**src/rtl/puf_net_pkg.sv**
```systemverilog
// puf_net_pkg: shared definitions for the PUF XOR / vote / pack datapath.
//   state_e         - packer FSM state encoding (collect = 0, output = 1)
//   DefaultVoteW    - default width of the repetition config and vote counters
//   unstable_width  - width needed to count 0..out_w unstable bits
package puf_net_pkg;

    typedef enum logic {
        StCollect = 1'b0,
        StOutput  = 1'b1
    } state_e;

    localparam int unsigned DefaultVoteW = 4;

    function automatic int unsigned unstable_width(input int unsigned out_w);
        return $clog2(out_w + 1);
    endfunction

endpackage

```
**src/rtl/puf_xor_vote_packer_if.sv**
```systemverilog
// puf_xor_vote_packer_if: configuration, input stream and output stream of the packer.
//   cfg_xor_mask / cfg_reps          - runtime XOR subset and repetitions per voted bit
//   in_valid / in_ready / in_response - one raw PUF evaluation per accepted beat
//   out_valid / out_ready / out_word / out_unstable - packed voted word and unstable count
// Modports: slave = packer side, master = producer/consumer side.
interface puf_xor_vote_packer_if
    import puf_net_pkg::*;
#(
    parameter int unsigned NUM_PUF = 6,
    parameter int unsigned VOTE_W  = DefaultVoteW,
    parameter int unsigned OUT_W   = 32
);
    localparam int unsigned UnstW = unstable_width(OUT_W);

    logic [NUM_PUF-1:0] cfg_xor_mask;
    logic [VOTE_W-1:0]  cfg_reps;
    logic               in_valid;
    logic               in_ready;
    logic [NUM_PUF-1:0] in_response;
    logic               out_valid;
    logic               out_ready;
    logic [OUT_W-1:0]   out_word;
    logic [UnstW-1:0]   out_unstable;

    modport slave (
        input  cfg_xor_mask,
        input  cfg_reps,
        input  in_valid,
        input  in_response,
        input  out_ready,
        output in_ready,
        output out_valid,
        output out_word,
        output out_unstable
    );

    modport master (
        output cfg_xor_mask,
        output cfg_reps,
        output in_valid,
        output in_response,
        output out_ready,
        input  in_ready,
        input  out_valid,
        input  out_word,
        input  out_unstable
    );

endinterface

```
**src/rtl/puf_xor_reduce.sv**
```systemverilog
// puf_xor_reduce: combinational parity of the masked PUF response bits.
//   resp_i   - raw response bits of one evaluation
//   mask_i   - 1 = bit participates in the XOR
//   parity_o - XOR of the participating bits (0 for an all-zero mask)
module puf_xor_reduce #(
    parameter int unsigned NUM_PUF = 6
) (
    input  logic [NUM_PUF-1:0] resp_i,
    input  logic [NUM_PUF-1:0] mask_i,
    output logic               parity_o
);

    assign parity_o = ^(resp_i & mask_i);

endmodule

```
**src/rtl/puf_xor_vote_packer.sv**
```systemverilog
// puf_xor_vote_packer: XORs a selectable subset of PUF response bits, majority-votes each
// XOR bit over cfg_reps evaluations and packs OUT_W voted bits into one output word along
// with the count of non-unanimous bits.
//   clk   - rising-edge clock
//   reset - synchronous, active-high; discards any partial or pending word
//   bus   - slave modport: config, input evaluation stream, output word stream
module puf_xor_vote_packer
    import puf_net_pkg::*;
#(
    parameter int unsigned NUM_PUF = 6,
    parameter int unsigned VOTE_W  = DefaultVoteW,
    parameter int unsigned OUT_W   = 32
) (
    input  logic                  clk,
    input  logic                  reset,
    puf_xor_vote_packer_if.slave  bus
);

    localparam int unsigned BitW  = (OUT_W > 1) ? $clog2(OUT_W) : 1;
    localparam int unsigned UnstW = unstable_width(OUT_W);

    state_e             state_q, state_d;
    logic [VOTE_W-1:0]  rep_cnt_q, rep_cnt_d;
    logic [VOTE_W-1:0]  ones_cnt_q, ones_cnt_d;
    logic [VOTE_W-1:0]  reps_q, reps_d;
    logic [NUM_PUF-1:0] mask_q, mask_d;
    logic [BitW-1:0]    bit_cnt_q, bit_cnt_d;
    logic [OUT_W-1:0]   word_q, word_d;
    logic [UnstW-1:0]   unst_q, unst_d;

    logic               word_start;
    logic [VOTE_W-1:0]  reps_live;
    logic [VOTE_W-1:0]  reps_eff;
    logic [NUM_PUF-1:0] mask_eff;
    logic               in_ready;
    logic               accept;
    logic               parity;
    logic [VOTE_W-1:0]  ones_new;
    logic [VOTE_W-1:0]  rep_new;
    logic               vote_done;
    logic               vote_bit;
    logic               vote_unstable;
    logic               last_bit;

    // First beat of a word: config is sampled live here and frozen until the word ends.
    assign word_start = (state_q == StCollect) && (rep_cnt_q == '0) && (bit_cnt_q == '0);
    assign reps_live  = (bus.cfg_reps == '0) ? VOTE_W'(1) : bus.cfg_reps;
    assign reps_eff   = word_start ? reps_live : reps_q;
    assign mask_eff   = word_start ? bus.cfg_xor_mask : mask_q;

    assign in_ready = (state_q == StCollect) && !reset;
    assign accept   = bus.in_valid && in_ready;

    puf_xor_reduce #(
        .NUM_PUF (NUM_PUF)
    ) u_xor_reduce (
        .resp_i   (bus.in_response),
        .mask_i   (mask_eff),
        .parity_o (parity)
    );

    // rep_cnt_q < reps_eff always holds in collect, so neither sum can overflow.
    assign ones_new  = ones_cnt_q + VOTE_W'(parity);
    assign rep_new   = rep_cnt_q + VOTE_W'(1);
    assign vote_done = accept && (rep_new == reps_eff);

    // Strict majority; an even split votes 0.
    assign vote_bit      = {ones_new, 1'b0} > {1'b0, reps_eff};
    assign vote_unstable = (ones_new != '0) && (ones_new != reps_eff);
    assign last_bit      = (bit_cnt_q == BitW'(OUT_W - 1));

    always_comb begin
        state_d    = state_q;
        rep_cnt_d  = rep_cnt_q;
        ones_cnt_d = ones_cnt_q;
        reps_d     = reps_q;
        mask_d     = mask_q;
        bit_cnt_d  = bit_cnt_q;
        word_d     = word_q;
        unst_d     = unst_q;

        if (word_start) begin
            mask_d = bus.cfg_xor_mask;
            reps_d = reps_live;
        end

        case (state_q)
            StCollect: begin
                if (accept) begin
                    if (vote_done) begin
                        rep_cnt_d         = '0;
                        ones_cnt_d        = '0;
                        word_d[bit_cnt_q] = vote_bit;
                        unst_d            = unst_q + UnstW'(vote_unstable);
                        if (last_bit) begin
                            bit_cnt_d = '0;
                            state_d   = StOutput;
                        end else begin
                            bit_cnt_d = bit_cnt_q + BitW'(1);
                        end
                    end else begin
                        rep_cnt_d  = rep_new;
                        ones_cnt_d = ones_new;
                    end
                end
            end
            StOutput: begin
                if (bus.out_ready) begin
                    word_d  = '0;
                    unst_d  = '0;
                    state_d = StCollect;
                end
            end
            default: state_d = StCollect;
        endcase
    end

    always_ff @(posedge clk) begin
        if (reset) begin
            state_q    <= StCollect;
            rep_cnt_q  <= '0;
            ones_cnt_q <= '0;
            reps_q     <= VOTE_W'(1);
            mask_q     <= '0;
            bit_cnt_q  <= '0;
            word_q     <= '0;
            unst_q     <= '0;
        end else begin
            state_q    <= state_d;
            rep_cnt_q  <= rep_cnt_d;
            ones_cnt_q <= ones_cnt_d;
            reps_q     <= reps_d;
            mask_q     <= mask_d;
            bit_cnt_q  <= bit_cnt_d;
            word_q     <= word_d;
            unst_q     <= unst_d;
        end
    end

    assign bus.in_ready     = in_ready;
    assign bus.out_valid    = (state_q == StOutput);
    assign bus.out_word     = word_q;
    assign bus.out_unstable = unst_q;

endmodule

```
**src/flat_wrapper.sv**
```systemverilog
// flat-port wrapper written by rule: the top's interface ports become plain ports
module puf_xor_vote_packer_flat import puf_net_pkg::*;
#(
    parameter int unsigned NUM_PUF = 6,
    parameter int unsigned VOTE_W  = DefaultVoteW,
    parameter int unsigned OUT_W   = 32
)
  (clk, reset, bus_cfg_xor_mask, bus_cfg_reps, bus_in_valid, bus_in_response, bus_out_ready, bus_in_ready, bus_out_valid, bus_out_word, bus_out_unstable);
  puf_xor_vote_packer_if #(.NUM_PUF(NUM_PUF), .VOTE_W(VOTE_W), .OUT_W(OUT_W)) bus_i ();
  input  logic clk;
  input  logic reset;
  input wire logic [$bits(bus_i.cfg_xor_mask)-1:0] bus_cfg_xor_mask;
  input wire logic [$bits(bus_i.cfg_reps)-1:0] bus_cfg_reps;
  input wire logic [$bits(bus_i.in_valid)-1:0] bus_in_valid;
  input wire logic [$bits(bus_i.in_response)-1:0] bus_in_response;
  input wire logic [$bits(bus_i.out_ready)-1:0] bus_out_ready;
  output wire logic [$bits(bus_i.in_ready)-1:0] bus_in_ready;
  output wire logic [$bits(bus_i.out_valid)-1:0] bus_out_valid;
  output wire logic [$bits(bus_i.out_word)-1:0] bus_out_word;
  output wire logic [$bits(bus_i.out_unstable)-1:0] bus_out_unstable;
  assign bus_i.cfg_xor_mask = bus_cfg_xor_mask;
  assign bus_i.cfg_reps = bus_cfg_reps;
  assign bus_i.in_valid = bus_in_valid;
  assign bus_i.in_response = bus_in_response;
  assign bus_i.out_ready = bus_out_ready;
  assign bus_in_ready = bus_i.in_ready;
  assign bus_out_valid = bus_i.out_valid;
  assign bus_out_word = bus_i.out_word;
  assign bus_out_unstable = bus_i.out_unstable;
  puf_xor_vote_packer #(.NUM_PUF(NUM_PUF), .VOTE_W(VOTE_W), .OUT_W(OUT_W)) u_core (.clk(clk), .reset(reset), .bus(bus_i));
endmodule
```
**config.mk**
```make
export PLATFORM = sky130hd
export DESIGN_NAME = puf_xor_vote_packer_flat
export DESIGN_NICKNAME = d
export VERILOG_FILES = /design/src/rtl/puf_net_pkg.sv /design/src/rtl/puf_xor_vote_packer_if.sv /design/src/rtl/puf_xor_reduce.sv /design/src/rtl/puf_xor_vote_packer.sv /design/src/flat_wrapper.sv
export SDC_FILE = /design/constraint.sdc
export NUM_CORES = 1
export LEC_CHECK = 0
export CAP_MARGIN = 20
export CORE_AREA = 2 2 103 105
export DETAILED_ROUTE_END_ITERATION = 12
export DIE_AREA = 0 0 105 107
export HOLD_SLACK_MARGIN = 0.06
export PLACE_DENSITY = 0.55
export SYNTH_ARGS = -nofsm -noshare
export SYNTH_HDL_FRONTEND = slang
export SYNTH_SLANG_ARGS = --single-unit
```
**constraint.sdc**
```tcl
create_clock -name clk -period 4.2 [get_ports clk]
set_clock_uncertainty 0.1 [all_clocks]
set_input_delay 1.05 -clock clk [delete_from_list [all_inputs] [get_ports clk]]
set_output_delay 1.05 -clock clk [all_outputs]
set_load 0.1 [all_outputs]
```
==> impl_metrics.py, run 1 <==
metrics = {
    "status": {
        "run_status": "completed",
    },
    "clock_tree": {
        "cts.htree.levels": 3,
        "clock_path_buffers": 2,
        "cts.clk_slew.worst_paths_ns": 0.07,
        "hold_buffers": 0,
        "cts-buffers-inserted": 9,
        "clock_sinks": 62,
        "root_buffer": "clkbuf_8",
        "clock_latency_at_the_later_pin_of_the_worst_skew_pair_ns": 0.34,
        "cts_tree": "built",
    },
    "die": {
        "fp.coreArea_mm2": 0.01009,
        "placementRows": 37,
        "die_y_um": 107,
        "io_pins": 60,
        "initial_core_util_pct": 34.08,
        "fp.dieW_um": 105,
        "fp.dieArea_mm2": 0.01124,
    },
    "grt": {
        "grt_util_all_layers_pct": 16.52,
        "grt.overflow.total": 0,
        "grt_max_degree": 44,
        "via_count_of_the_first_global_routing_pass": 3064,
        "antenna_found_initial": 0,
        "global_route_wire_length_before_repair_um": 14990,
    },
    "logic_synthesis": {
        "syn_area_mm2": 0.003440,
        "post_synth_top_area_share_pct": 36.09,
        "syn_avg_cell_area_um2": 9.028,
        "synth.largest_area_cell": "dfxtp_1",
        "ys_seq_elements": 62,
        "syn_inst_count": 381,
        "synth_async_sr_flop_share_pct": 0,
        "netlist_top_cells_area": "dfxtp_1 (36%), mux2i_1 (11%), nand2_1 (6.3%), nand4_1 (6.2%), ha_1 (5.1%)",
        "yosysWarningCount": 0,
        "syn_nets": 415,
        "synth_sequential_area_ratio_pct": 36.09,
        "post_synth_num_cell_types": 48,
        "synth_edf_count": 0,
        "yosys_most_used_dff": "dfxtp_1",
    },
    "drt": {
        "postRouteAntennaNets": 0,
        "routed_wire_length_per_instance_um": 14.92,
        "detail_route.first_pass.iterations": 4,
        "wl_um": 8877,
        "detailroute.via_count": 3019,
        "first_iter_violations": 115,
        "drt_drc_violations_left": 0,
        "route.detailed.vias_per_inst": 5.074,
    },
    "finish": {
        "mostFrequentLayoutCells": "dfxtp_1 (58), nand2_1 (57), clkdlybuf4s50_1 (56)",
        "fin_area_mm2": 0.004597,
        "flow.area_growth_from_synthesis_pct": 33.65,
        "n_antenna_cell": 0,
        "layout_commonest_cell": "dfxtp_1",
        "final.fill_count": 1017,
        "nets": 488,
        "final_layout_size_suffix_gt1_share_pct": 20.04,
    },
    "critical_path": {
        "timing.setup.critical_path_class": "input pin to flip-flop",
        "worstSetupEndpointType": "flip-flop",
        "cp_slowest_stage_delay_ns": 0.43,
        "critical_path_arrival_ns": 4.18,
        "critical_path.max_fanout": 3,
        "critical_path.cell_chain": "clkdlybuf4s50_1, mux2_4, a22oi_2, a31oi_1, xor3_1, ha_2, ha_4, xor2_4, xor2_1, a41oi_2, ha_2, ha_2, nor2b_2, and3_1, nand4_1, mux2i_1",
        "timing.critical_path.max_delay_family": "XOR/XNOR gates",
        "worstPathBufferInverterCount": 1,
        "worst-endpoint-required_ns": 4.37,
        "critPathLaunchType": "input pin",
        "cp_slowest_cell": "clkdlybuf4s50_1",
        "cp_common_cell": "ha_2",
    },
    "timing": {
        "fmax_mhz": 249.5,
        "worst-slew-pin-transition_ns": 0.9853,
        "slew_headroom_pct": 34.11,
        "post-route-min-period_ns": 4.008,
        "setup_viol_count_final": 0,
        "slew_viol_final": 0,
        "finalHoldViolations": 0,
        "final.period_utilization_pct": 95.44,
    },
    "power_and_ir_drop": {
        "sequentialPowerShare_pct": 41.4,
        "powerDensity_mw_per_mm2": 320.8,
        "total_power_mw": 1.475,
        "share_comb_of_total_power_pct": 27.5,
        "power_leakage_nw": 1.928,
        "net-switching-power_mw": 0.4860,
        "max-vdd-ir-drop_mv": 0.1261,
        "internal_power_mw": 0.9886,
        "power.switching_fraction_pct": 32.96,
        "clock_power_share_pct": 31.1,
    },
    "placement": {
        "port-buffer-count": 59,
        "global_placement_routability_congestion": 0.8069,
        "placedInstanceArea_mm2": 0.004250,
        "hpwlAfterDp_um": 6050,
    },
    "run": {
        "drv_cap": 0,
    },
    "worst_hold_path": {
        "hold_path.class": "flip-flop to flip-flop",
    },
}
-- logic make-up (layout without fill, tap and decap cells) --
kind of cell             count (synthesis)  after routing  synth area share (%)
AO/OA/AOI/OAI                           47             47                 8.949
XOR/XNOR                                10             10                 2.983
adder cells (fa/ha/maj)                 14             14                 5.093
buffers and inverters                   39            117                 6.730
flip-flops                              62             62                 36.09
multiplexers                            47             47                 13.97
AND/OR/NAND/NOR                        162            162                 26.19
-- final timing paths --
| check | startpoint | cells past startpoint | end | slack (ns) |
|---|---|---|---|---|
| setup / recovery | bus_cfg_xor_mask[0] | 16 | u_core.bus.out_unstable[4] | 0.19 |
| hold / removal | u_core.ones_cnt_q[0] | 2 | u_core.ones_cnt_q[0] | 0.36 |
| setup reg to reg | u_core.rep_cnt_q[1] | 20 | u_core.bus.out_unstable[4] | 0.21 |
| hold reg to reg | u_core.ones_cnt_q[0] | 2 | u_core.ones_cnt_q[0] | 0.36 |
-- metal layers --
| layer | GRT usage, % | up-vias | routed length (um) |
|---|---|---|---|
| met5 | 0 | - | 0 |
| met4 | 5.524 | 0 | 76 |
| met3 | 4.073 | 7 | 386 |
| met2 | 26.72 | 65 | 4179 |
| met1 | 21.55 | 1436 | 4235 |
| li1 | - | 1511 | - |
-- repair_timing --
item	4_1_cts	5_1_grt
gates resized for setup	1	30
endpoints found under the setup margin	2	35
buffers inserted	1	5
pin swaps	0	9
-- layout make-up --
class                   instances  area [um^2]  area share (%)
repair buffers                 91        862.1           18.75
inverters                      10        37.54          0.8165
clock buffers                  10        127.6           2.776
well taps                     136        170.2           3.702
clock inverters                 6        38.79          0.8438
multi-input cells             280         2115           46.00
flip-flops and latches         62         1246           27.11
-- power by group through the flow --
| stage | sequential (mW) | combinational (mW) | clock (mW) |
|---|---|---|---|
| 2_1_floorplan | 0.630 | 0.275 | 0 |
| 3_3_place_gp | 0.623 | 0.355 | 0 |
| 3_5_place_dp | 0.623 | 0.360 | 0 |
| 4_1_cts | 0.609 | 0.370 | 0.476 |
| 5_1_grt | 0.612 | 0.447 | 0.500 |
| 6_report | 0.610 | 0.405 | 0.459 |
-- metrics by stage --
stage | utilization (%) | instances | TNS, ns | setup slack (ns) | hold slack, ns
global placement | 42.12 | 573 | -8.215 | -0.3696 | 0.3504
global route | 45.55 | 595 | -0.01435 | -0.01435 | 0.3807
finish | 45.55 | 595 | 0 | 0.1915 | 0.3595
floorplan | - | 381 | 0 | 0.003916 | 0.3361
detailed placement | 42.12 | 573 | -9.981 | -0.4381 | 0.3505
CTS | 43.91 | 590 | 0 | 0.001503 | 0.3611
-- worst reg2reg max path, stage by stage (launching register included) --
cell	delay, ns
dfxtp_2	0.32
inv_1	0.05
ha_2	0.19
and4bb_2	0.29
nand2_4	0.08
buf_6	0.15
mux2_4	0.30
a22oi_2	0.17
a31oi_2	0.06
xor3_1	0.36
ha_2	0.21
ha_4	0.18
xor2_4	0.17
xor2_1	0.20
a41oi_2	0.14
ha_2	0.22
ha_2	0.16
nor2b_2	0.15
and3_1	0.17
nand4_1	0.09
mux2i_1	0.18
-- synthesized netlist by cell type, types with 3 or more instances --
master / instances
dfxtp_1: 62
nand2_1: 58
mux2i_1: 39
nand4_1: 34
a21oi_1: 16
clkbuf_1: 16
ha_1: 14
buf_6: 11
nand3_1: 11
inv_1: 10
nand2b_1: 9
nor2_1: 8
nor2b_1: 8
mux2_2: 7
a21o_1: 6
nor3_1: 6
o21ai_0: 6
xor2_1: 6
and3_1: 4
nor4_1: 4
a22oi_1: 3
a31oi_1: 3
and2_1: 3
nor4_4: 3
xnor2_1: 3
-- sequential cells by signal, summed over array words and instances, names as in the netlist --
name / cells
u_core.bit_cnt_q: 5
u_core.ones_cnt_q: 4
u_core.mask_q: 6
u_core.reps_q: 4
u_core.bus.out_word: 32
u_core.bus.out_unstable: 6
u_core.bus.out_valid: 1
u_core.rep_cnt_q: 4
Power figures use the tool's default switching activity.
==> inputs of run 2 (changes only) <==
--- a/config.mk
+++ b/config.mk
@@ -9,8 +9,10 @@
 export CORE_AREA = 2 2 103 105
 export DETAILED_ROUTE_END_ITERATION = 12
 export DIE_AREA = 0 0 105 107
+export GPL_TIMING_DRIVEN = 0
 export HOLD_SLACK_MARGIN = 0.06
 export PLACE_DENSITY = 0.55
+export SLEW_MARGIN = 20
 export SYNTH_ARGS = -nofsm -noshare
 export SYNTH_HDL_FRONTEND = slang
 export SYNTH_SLANG_ARGS = --single-unit
==> run 2 against run 1 <==
Compared with the run above:
- the flow now finishes with violations (setup timing)
- first-iteration DRC count is 27% higher
- critical endpoint unchanged
- sequential power is essentially flat
- critical path depth rose by 4
- sequential share of layout area fell by 1.3 points
- core utilization up 2.5 points
- largest cell class unchanged
- worst setup slack worse by 0.26 ns
- non-clock buffer count grew 20
- register-to-register slack worse by 0.27 ns
==> impl_metrics.py, run 2 (synthesis gave the netlist of run 1 again) <==
metrics = {
    "drt": {
        "detail_route.first_pass.iterations": 5,
        "routed_wire_length_per_instance_um": 15.44,
        "wl_um": 9496,
        "postRouteAntennaNets": 0,
        "drt_drc_violations_left": 0,
        "first_iter_violations": 146,
        "detailroute.via_count": 3154,
        "route.detailed.vias_per_inst": 5.128,
    },
    "placement": {
        "placedInstanceArea_mm2": 0.004225,
        "port-buffer-count": 59,
        "place_worst_setup_slack_ns": -0.5788,
        "global_placement_routability_congestion": 0.7749,
        "dpl.cell_count": 576,
        "hpwlAfterDp_um": 6317,
    },
    "finish": {
        "nets": 508,
        "flow.area_growth_from_synthesis_pct": 40.96,
        "final_cells": 615,
        "final_layout_size_suffix_gt1_share_pct": 21.09,
        "layout.core_utilization_pct": 48.04,
        "flip_flop_count_of_the_largest_register_after_layout": 32,
        "layout_commonest_cell": "clkdlybuf4s50_1",
        "fin_area_mm2": 0.004848,
        "final.fill_count": 1010,
        "n_antenna_cell": 0,
        "mostFrequentLayoutCells": "clkdlybuf4s50_1 (59), nand2_1 (57), dfxtp_1 (56)",
    },
    "run": {
        "drv_cap": 0,
    },
    "die": {
        "fp.dieW_um": 105,
        "fp.coreArea_mm2": 0.01009,
        "initial_core_util_pct": 34.08,
        "die_y_um": 107,
        "placementRows": 37,
        "fp.dieArea_mm2": 0.01124,
        "io_pins": 60,
    },
    "clock_tree": {
        "root_buffer": "clkbuf_8",
        "hold_buffers": 0,
        "clock_path_buffers": 2,
        "cts.htree.levels": 3,
        "cts-buffers-inserted": 9,
        "cts.clk_slew.worst_paths_ns": 0.07,
        "clock_sinks": 62,
        "cts_tree": "built",
        "clock_latency_at_the_later_pin_of_the_worst_skew_pair_ns": 0.35,
    },
    "status": {
        "violations": "setup timing",
        "run_status": "finished with violations",
    },
    "grt": {
        "grt_max_degree": 11,
        "grt.overflow.total": 0,
        "via_count_of_the_first_global_routing_pass": 3040,
        "antenna_found_initial": 0,
        "grt_util_all_layers_pct": 17.05,
        "global_route_wire_length_before_repair_um": 15070,
    },
    "critical_path": {
        "worstPathBufferInverterCount": 3,
        "critPathLaunchType": "flip-flop",
        "cp_slowest_cell": "nor4_4",
        "cp_common_cell": "ha_4",
        "timing.critical_path.max_delay_family": "simple AND/OR/NAND/NOR gates",
        "worst-endpoint-required_ns": 4.34,
        "timing.setup.critical_path_class": "flip-flop to flip-flop",
        "critical_path.max_fanout": 6,
        "critical_path.cell_chain": "buf_6, nor4_4, nand2_2, buf_8, buf_12, mux2_4, a22oi_2, a31oi_1, xor3_1, ha_4, ha_4, xor2_4, xor2_1, a41oi_2, ha_2, ha_4, nor2b_4, and3_4, nand4_1, mux2i_1",
        "worstSetupEndpointType": "flip-flop",
        "critical_path_arrival_ns": 4.41,
        "cp_slowest_stage_delay_ns": 0.40,
    },
    "timing": {
        "finalSetupTns_ns": -0.06459,
        "fmax_mhz": 234.5,
        "setup_viol_count_final": 1,
        "finalHoldViolations": 0,
        "slew_headroom_pct": 34.41,
        "slew_viol_final": 0,
        "post-route-min-period_ns": 4.265,
        "final.period_utilization_pct": 101.5,
        "layout_setup_ws_ns": -0.06459,
        "worst-slew-pin-transition_ns": 0.9807,
        "worst_hold_slack_ns": 0.3636,
        "grt_setup_unrepaired": "yes",
    },
    "power_and_ir_drop": {
        "total_power_mw": 1.701,
        "power_leakage_nw": 2.010,
        "max-vdd-ir-drop_mv": 0.1829,
        "powerDensity_mw_per_mm2": 350.9,
    },
    "worst_hold_path": {
        "hold_path.class": "flip-flop to flip-flop",
    },
}
[run 2: cell types whose count changed in the layout (fill, tap and decap cells not counted), moves of 3 or more]
| cell | delta |
|---|---|
| clkbuf_1 | +12 |
| buf_6 | +11 |
| buf_4 | -9 |
| clkbuf_8 | +3 |
| clkdlybuf4s50_1 | +3 |
| ha_4 | +3 |
[run 2: layout make-up]
type,instances,area [um^2],share of cell area (%)
Multi-Input combinational cell,280,2130,43.92
Sequential cell,62,1251,25.81
Timing Repair Buffer,83,804.5,16.59
Buffer,28,219.0,4.516
Tap cell,136,170.2,3.510
Clock buffer,13,168.9,3.484
Clock inverter,3,65.06,1.342
Inverter,10,40.04,0.8258
[run 2: path summary, 6_finish.rpt]
check / start / end / slack, ns / cells after the start
max: u_core.bit_cnt_q[2] / u_core.bus.out_unstable[4] / -0.06 / 20
min: u_core.bus.out_word[12] / u_core.bus.out_word[12] / 0.36 / 2
max reg2reg: u_core.bit_cnt_q[2] / u_core.bus.out_unstable[4] / -0.06 / 20
min reg2reg: u_core.bus.out_word[12] / u_core.bus.out_word[12] / 0.36 / 2
[run 2: per-layer routing]
metal | up-vias | track usage (%) | part of all wire [%]
li1 | 1553 | - | -
met1 | 1505 | 21.77 | 47
met2 | 77 | 27.41 | 46
met3 | 19 | 4.559 | 4.8
met4 | 0 | 6.762 | 1.9
met5 | - | 0 | 0
[run 2: timing repair]
action,in CTS,in global routing
pin swaps,11,14
resized for setup,22,30
buffers inserted,8,15
endpoints found under the setup margin,38,33
gates cloned,0,1
[run 2: report_power, final]
group | leakage (nW) | internal [mW] | switching, mW
registers | 0.505 | 0.603 | 0.00995
clock network | 0.120 | 0.382 | 0.247
logic | 1.39 | 0.220 | 0.240
total | 2.01 | 1.21 | 0.496
[run 2: worst register-to-register path, stage by stage, from the launching register on]
cell and delay [ns]:
dfxtp_2 0.32, buf_6 0.12, nor4_4 0.40, nand2_2 0.12, buf_8 0.16, buf_12 0.12
mux2_4 0.30, a22oi_2 0.17, a31oi_1 0.07, xor3_1 0.40, ha_4 0.20, ha_4 0.18
xor2_4 0.16, xor2_1 0.17, a41oi_2 0.23, ha_2 0.25, ha_4 0.12, nor2b_4 0.13
and3_4 0.17, nand4_1 0.11, mux2i_1 0.16
==> inputs of run 3 (changes only) <==
--- a/config.mk
+++ b/config.mk
@@ -7,6 +7,7 @@
 export LEC_CHECK = 0
 export CAP_MARGIN = 20
 export CORE_AREA = 2 2 103 105
+export CTS_CLUSTER_DIAMETER = 200
 export DETAILED_ROUTE_END_ITERATION = 12
 export DIE_AREA = 0 0 105 107
 export GPL_TIMING_DRIVEN = 0
==> results of run 3 <==
Final layout, timing and power as in run 2 (identical DEF).
